## src/rtl/multicycle_control_fsm.sv

```systemverilog
// Multi-cycle MIPS control sequencer (FETCH/DECODE/EXEC/MEM/WB).
// Build option: define CU_ILLEGAL_TRAP_EN to park unsupported ops in TRAP.
module multicycle_control_fsm #(
  parameter int ALUOP_W     = 2,
  parameter int MEM_TIMEOUT = 16
) (
  input  logic               clk,
  input  logic               rst,
  input  logic [5:0]         opcode,
  input  logic [5:0]         funct,
  input  logic [4:0]         rt_field,
  input  logic               mem_ready,
  output logic               mem_req,
  output logic               mem_we,
  output logic               i_or_d,
  output logic               ir_write,
  output logic               pc_write,
  output logic               pc_write_cond,
  output logic [1:0]         pc_src,
  output logic               alu_src_a,
  output logic [1:0]         alu_src_b,
  output logic [ALUOP_W-1:0] alu_op,
  output logic               reg_write,
  output logic [1:0]         reg_dst,
  output logic [1:0]         wb_sel,
  output logic [3:0]         state_o,
  output logic               mem_timeout,
  output logic               illegal_op
);

  typedef enum logic [3:0] {
    FETCH    = 4'd0,
    DECODE   = 4'd1,
    EXEC_R   = 4'd2,
    EXEC_I   = 4'd3,
    MEM_ADDR = 4'd4,
    MEM_RD   = 4'd5,
    MEM_WR   = 4'd6,
    WB_ALU   = 4'd7,
    WB_MEM   = 4'd8,
    BRANCH   = 4'd9,
    JUMP     = 4'd10,
    TRAP     = 4'd11
  } state_t;

  typedef enum logic [3:0] {
    C_ILL, C_R, C_JR, C_JALR,
    C_ADDIU, C_IALU, C_LOAD, C_STORE,
    C_BEQ, C_BCMP, C_J, C_JAL
  } cls_t;

  typedef struct packed {
    logic       fetch;
    logic       req;
    logic       we;
    logic       iod;
    logic       pcw;
    logic       pcwc;
    logic [1:0] psrc;
    logic       asa;
    logic [1:0] asb;
    logic [1:0] aop;
    logic       rw;
    logic [1:0] rdst;
    logic [1:0] wsel;
  } ctl_t;

  localparam int WW = $clog2(MEM_TIMEOUT + 1);
  localparam logic [WW-1:0] WMAX = WW'(MEM_TIMEOUT);

  state_t        state;
  state_t        nxt;
  cls_t          cls;
  cls_t          ncls;
  cls_t          dcls;
  ctl_t          ctl;
  logic [WW-1:0] wcnt;

  function automatic cls_t decode(
    input logic [5:0] op,
    input logic [5:0] fn,
    input logic [4:0] rt
  );
    cls_t c;
    c = C_ILL;
    unique case (op)
      6'b000000: begin
        unique case (fn)
          6'b001000: c = C_JR;
          6'b001001: c = C_JALR;
          6'b000000, 6'b000010, 6'b000011,
          6'b000100, 6'b000110, 6'b000111,
          6'b100000, 6'b100001, 6'b100010,
          6'b100011, 6'b100100, 6'b100101,
          6'b100110, 6'b100111, 6'b101010,
          6'b101011: c = C_R;
          default:   c = C_ILL;
        endcase
      end
      6'b000001: begin
        if (rt == 5'b10001 || rt == 5'b00000)
          c = C_BCMP;
      end
      6'b000010: c = C_J;
      6'b000011: c = C_JAL;
      6'b000100, 6'b000101: c = C_BEQ;
      6'b000110, 6'b000111: c = C_BCMP;
      6'b001001: c = C_ADDIU;
      6'b001010, 6'b001011, 6'b001100,
      6'b001101, 6'b001110, 6'b001111: c = C_IALU;
      6'b100000, 6'b100001, 6'b100010,
      6'b100011, 6'b100100, 6'b100101,
      6'b100110: c = C_LOAD;
      6'b101000, 6'b101001, 6'b101010,
      6'b101011, 6'b101110: c = C_STORE;
      default: c = C_ILL;
    endcase
    return c;
  endfunction

  function automatic ctl_t outs(input state_t s, input cls_t c);
    ctl_t o;
    o = '0;
    unique case (s)
      FETCH: begin
        o.fetch = 1'b1;
        o.req   = 1'b1;
        o.asb   = 2'd1;
      end
      DECODE: o.asb = 2'd3;
      EXEC_R: begin
        o.asa = 1'b1;
        o.aop = 2'b10;
      end
      EXEC_I: begin
        o.asa = 1'b1;
        o.asb = 2'd2;
        o.aop = (c == C_ADDIU) ? 2'b00 : 2'b11;
      end
      MEM_ADDR: begin
        o.asa = 1'b1;
        o.asb = 2'd2;
      end
      MEM_RD: begin
        o.req = 1'b1;
        o.iod = 1'b1;
      end
      MEM_WR: begin
        o.req = 1'b1;
        o.iod = 1'b1;
        o.we  = 1'b1;
      end
      WB_ALU: begin
        o.rw   = 1'b1;
        o.rdst = (c == C_R) ? 2'd1 : 2'd0;
      end
      WB_MEM: begin
        o.rw   = 1'b1;
        o.wsel = 2'd1;
      end
      BRANCH: begin
        o.asa  = 1'b1;
        o.aop  = (c == C_BEQ) ? 2'b01 : 2'b11;
        o.pcwc = 1'b1;
        o.psrc = 2'd1;
      end
      JUMP: begin
        o.pcw  = 1'b1;
        o.psrc = (c == C_JR || c == C_JALR)
               ? 2'd3 : 2'd2;
        if (c == C_JAL || c == C_JALR) begin
          o.rw   = 1'b1;
          o.wsel = 2'd2;
          o.rdst = (c == C_JAL) ? 2'd2 : 2'd1;
        end
      end
      default: o = '0;
    endcase
    return o;
  endfunction

  assign dcls = decode(opcode, funct, rt_field);

  always_comb begin
    nxt  = state;
    ncls = cls;
    unique case (state)
      FETCH: if (ctl.req && mem_ready) nxt = DECODE;
      DECODE: begin
        ncls = dcls;
        unique case (dcls)
          C_R:                      nxt = EXEC_R;
          C_JR, C_JALR, C_J, C_JAL: nxt = JUMP;
          C_ADDIU, C_IALU:          nxt = EXEC_I;
          C_LOAD, C_STORE:          nxt = MEM_ADDR;
          C_BEQ, C_BCMP:            nxt = BRANCH;
`ifdef CU_ILLEGAL_TRAP_EN
          default:                  nxt = TRAP;
`else
          default:                  nxt = FETCH;
`endif
        endcase
      end
      EXEC_R, EXEC_I: nxt = WB_ALU;
      MEM_ADDR: nxt = (cls == C_LOAD) ? MEM_RD : MEM_WR;
      MEM_RD: if (mem_ready) nxt = WB_MEM;
      MEM_WR: if (mem_ready) nxt = FETCH;
      TRAP:   nxt = TRAP;
      default: nxt = FETCH;
    endcase
  end

  // control word is registered for the state being entered
  always_ff @(posedge clk) begin
    if (rst) begin
      state       <= FETCH;
      cls         <= C_ILL;
      ctl         <= '0;
      wcnt        <= '0;
      mem_timeout <= 1'b0;
    end else begin
      state <= nxt;
      cls   <= ncls;
      ctl   <= outs(nxt, ncls);
      if (!ctl.req || mem_ready)
        wcnt <= '0;
      else if (wcnt != WMAX)
        wcnt <= wcnt + 1'b1;
      if (ctl.req && !mem_ready &&
          wcnt == WMAX - 1'b1)
        mem_timeout <= 1'b1;
    end
  end

  assign mem_req       = ctl.req;
  assign mem_we        = ctl.we;
  assign i_or_d        = ctl.iod;
  assign ir_write      = ctl.fetch & mem_ready;
  assign pc_write      = ctl.pcw |
                         (ctl.fetch & mem_ready);
  assign pc_write_cond = ctl.pcwc;
  assign pc_src        = ctl.psrc;
  assign alu_src_a     = ctl.asa;
  assign alu_src_b     = ctl.asb;
  assign alu_op        = ALUOP_W'(ctl.aop);
  assign reg_write     = ctl.rw;
  assign reg_dst       = ctl.rdst;
  assign wb_sel        = ctl.wsel;
  assign state_o       = state;
  assign illegal_op    = (state == DECODE) &&
                         (dcls == C_ILL);

endmodule

```

## config.mk

```make
export PLATFORM = sky130hd
export DESIGN_NAME = multicycle_control_fsm
export DESIGN_NICKNAME = d
export VERILOG_FILES = /design/src/rtl/multicycle_control_fsm.sv
export SDC_FILE = /design/constraint.sdc
export NUM_CORES = 1
export LEC_CHECK = 0
export CORE_MARGIN = 4
export CORE_UTILIZATION = 50
export DETAILED_ROUTE_END_ITERATION = 10
export HOLD_SLACK_MARGIN = 0.08
export PLACE_DENSITY = 0.8
export RECOVER_POWER = 25
export SYNTH_ARGS = -nofsm -noshare
export SYNTH_HDL_FRONTEND = slang
export SYNTH_SLANG_ARGS = --single-unit
```

## constraint.sdc

```tcl
create_clock -name clk -period 2.5 [get_ports clk]
set_input_delay 0.375 -clock clk [delete_from_list [all_inputs] [get_ports clk]]
set_output_delay 0.375 -clock clk [all_outputs]
set_load 0.02 [all_outputs]
```

==> reports/qor.csv <==
stage,metric,value,unit
outcome,status,"complete, no violations",
place,Setup WS pre-CTS,-0.378,ns
place,I/O Buffers,43,
pwr,Comb pwr share,50.8,%
synth,adder-cell share of the synthesized area,2.02,%
synth,Netlist cell types,69,
pwr,Switching Share,35.7,%
synth,ys flop type,dfxtp_1,
clock_network,Max Root-Sink Buffers,2,
setup_path,Setup crit end kind,flip-flop,
layout,final cell count without fillers,334,
clock_network,Clock Tree Root,clkbuf_8,
clock_network,H-tree depth,2,
flow_run,Max-Cap Viols,0,
detailed_routing,drt drc,0,
grt,vias in the first global route,1760,
sta,slew margin rel.,58.5,%
pwr,clock network power share,18.9,%
pwr,switching power,0.697,mW
pwr,register share of total power,30.4,%
synth,Compound-Gate Fraction of Synth Area,21.6,%
floorplanning,Ports,44,
synth,Synth top area share,33.3,%
pwr,PD cells,733,nW/um^2
synth,synthesized cell area,1860,um^2
clock_network,clock slew at reported path FFs,0.06,ns
pwr,Leak,1.10,nW
detailed_routing,DR WL/cell,14.1,um
sta,Max Slew Vio Count,0,
clock_network,cts hold-fix bufs,0,
pwr,overall power,1.95,mW
place,routability cong.,0.880,
detailed_routing,via count,1771,
hold_path,HP Class,flip-flop to flip-flop,
sta,PnR worst setup slack,0.0450,ns
pwr,Peak VDD IR,0.638,mV
detailed_routing,First-pass DRT Iterations,5,
synth,synthesized net count,235,
synth,Synth Area per Inst,8.78,um^2
synth,mux cell area share after synthesis,3.29,%
grt,initial antenna violation count,0,
synth,top post-synthesis cells by area,"dfxtp_1 33%, buf_4 4.4%, nor2_1 4.2%",
grt,first-pass GRT wire length,7890,um
synth,"EDFF count, synth",0,
synth,Synth area leader,dfxtp_1,
sta,total negative slack,0,ns
setup_path,CP arrival,2.63,ns
setup_path,Worst R2R Setup Slack,0.33,ns
layout,Antenna diodes,0,
sta,FMAX,407,MHz
sta,RSZ-0062 raised after global routing,no,
clock_network,clock sinks,31,
sta,Hold WS,0.475,ns
sta,worst-margin pin slew,0.617,ns
clock_network,clock latency on the worst-skew pair,0.28,ns
synth,ys async rst share,0,%
floorplanning,Core Box Area,3470,um^2
sta,"Setup violations, final",0,
detailed_routing,DR iter-0 viols,94,
synth,Mapped Cells,212,
synth,xor and xnor fraction of the mapped netlist area,1.88,%
floorplanning,die area,4760,um^2
sta,final hold vios,0,
detailed_routing,Vias per Instance,5.30,
layout,share of cells above drive strength 1,25.7,%
floorplanning,Cell Rows,21,
sta,Tmin final,2.45,ns
synth,register area share after synthesis,33.3,%
detailed_routing,Total Wirelength,4700,um
clock_network,CTS tree,done,
floorplanning,die width,69.0,um
synth,number of synthesized register bits,31,
grt,largest net degree at the start of global routing,14,
grt,total track usage,20.4,%
place,hpwl dp,3690,um
layout,"Core Util, Final",76.9,%
pwr,cell-internal power,1.26,mW
synth,largest family of logic cells by synthesized area,simple AND/OR/NAND/NOR gates,
sta,fin crit share,98.2,%
synth,Synth Area in Simple Gates,27.8,%
synth,Yosys Warn Count,0,
detailed_routing,"antenna viol nets, final",0,
clock_network,cts bufs inserted,5,
setup_path,critical-path maximum fanout,7,
setup_path,crit path launch type,input pin,
floorplanning,Die Height,69.0,um
floorplanning,initial core utilization,53.7,%
place,placed cells,326,
setup_path,CP Class,input pin to flip-flop,
layout,NumNets Final,310,
layout,synth-to-layout area growth,43.2,%
clock_network,Post-CTS Setup Repair Bufs,0,
place,area post-placement,2560,um^2
setup_path,Worst EP required,2.67,ns
layout,Final Cell Area,2670,um^2
grt,GRT Residual Overflow,0,
sta,clk_skew,0.00580,ns
-- flip-flops by register name, indices dropped and copies added (netlist names) --
register and count:
alu_op 2, alu_src_a 1, alu_src_b 2, cls 4
ctl 2, i_or_d 1, mem_req 1, mem_timeout 1
mem_we 1, pc_src 1, pc_write_cond 1, reg_dst 2
reg_write 1, state_o 4, wb_sel 2, wcnt 5
-- synthesized netlist by cell type (3+ instances only) --
cell type  instances
nor3_1             4
buf_6              3
nor2_1            21
nand2_1           15
a21oi_1            6
mux2i_1            5
o21ai_0            8
o31ai_1            3
inv_1             11
ha_1               3
nor2b_1           10
nor3b_1            3
nand2b_1           6
buf_4             11
nand3_1            3
xnor2_1            3
dfxtp_1           31
a21o_1             3
buf_2              3
or3_1              3
-- routing by layer --
metal	part of all wire [%]	GRT usage, %	vias to the layer above
li1	-	-	892
met1	44	24.6	816
met2	49	33.9	52
met3	5.1	5.52	11
met4	1.7	8.24	0
met5	0	0	-
-- placed cells by master (no fill, tap or decap), types with 2 or more instances in the layout --
cell	Yosys	final
nand2_1	15	15
clkbuf_8	0	5
clkdlybuf4s50_1	0	32
or2_1	2	2
a21o_1	3	3
ha_1	3	3
a22oi_1	2	2
or3_1	3	2
nand3_1	3	3
dfxtp_1	31	31
o21bai_1	2	2
nor3b_1	3	3
o31ai_1	3	3
buf_4	11	44
nor2_1	21	21
dlygate4sd3_1	0	10
o21ai_0	8	8
a211oi_1	2	2
nor3_1	4	4
or3b_1	2	2
xnor2_1	3	3
nand2b_1	6	6
nor2b_1	10	10
o221ai_1	2	2
a22o_1	2	2
inv_1	11	11
clkbuf_1	2	2
mux2i_1	5	4
a21oi_1	6	6
-- cells by family after synthesis --
logic type / Yosys count
AND/OR/NAND/NOR: 86
AO/OA/AOI/OAI: 50
buffers and inverters: 32
flip-flops: 31
multiplexers: 6
XOR/XNOR: 4
adder cells (fa/ha/maj): 3
-- worst max-delay path: stages --
cell and delay [ns]:
clkdlybuf4s50_1 0.62, mux2_2 0.39, a2111oi_0 0.41, o21bai_1 0.22, nand2_1 0.13, or3b_1 0.19, nor3_4 0.06, or2_1 0.22
-- worst paths after layout --
path | endpoint | start | depth (start not counted)
worst max-delay path | mem_req$_SDFF_PP0_ | opcode[1] | 8
worst min-delay path | mem_timeout$_SDFFE_PP0P_ | mem_timeout$_SDFFE_PP0P_ | 2
worst max register to register | pc_src[0]$_SDFF_PP0_ | state_o[1]$_SDFF_PP0_ | 8
worst min register to register | mem_timeout$_SDFFE_PP0P_ | mem_timeout$_SDFFE_PP0P_ | 2
-- power groups by stage --
| stage | registers, mW | logic, mW | clock network (mW) |
|---|---|---|---|
| 2_1_floorplan | 0.648 | 0.535 | 0 |
| 3_3_place_gp | 0.601 | 0.956 | 0 |
| 3_5_place_dp | 0.603 | 0.976 | 0 |
| 4_1_cts | 0.594 | 0.992 | 0.371 |
| 5_1_grt | 0.601 | 1.06 | 0.398 |
| 6_report | 0.593 | 0.992 | 0.369 |
-- final cells by class --
class,instances,area (um^2)
Tap cell,46,57.6
Multi-Input combinational cell,149,1090
Sequential cell,31,621
Clock buffer,7,76.3
Fill cell,249,802
Inverter,12,45.0
Timing Repair Buffer,88,776
Clock inverter,1,5.00
-- what timing repair did --
| action | 4_1_cts | 5_1_grt |
|---|---|---|
| endpoints found under the setup margin | 3 | 5 |
| gates resized for setup | 4 | 4 |
| pin swaps | 0 | 0 |
No activity file was read; power rests on OpenSTA's default activity.
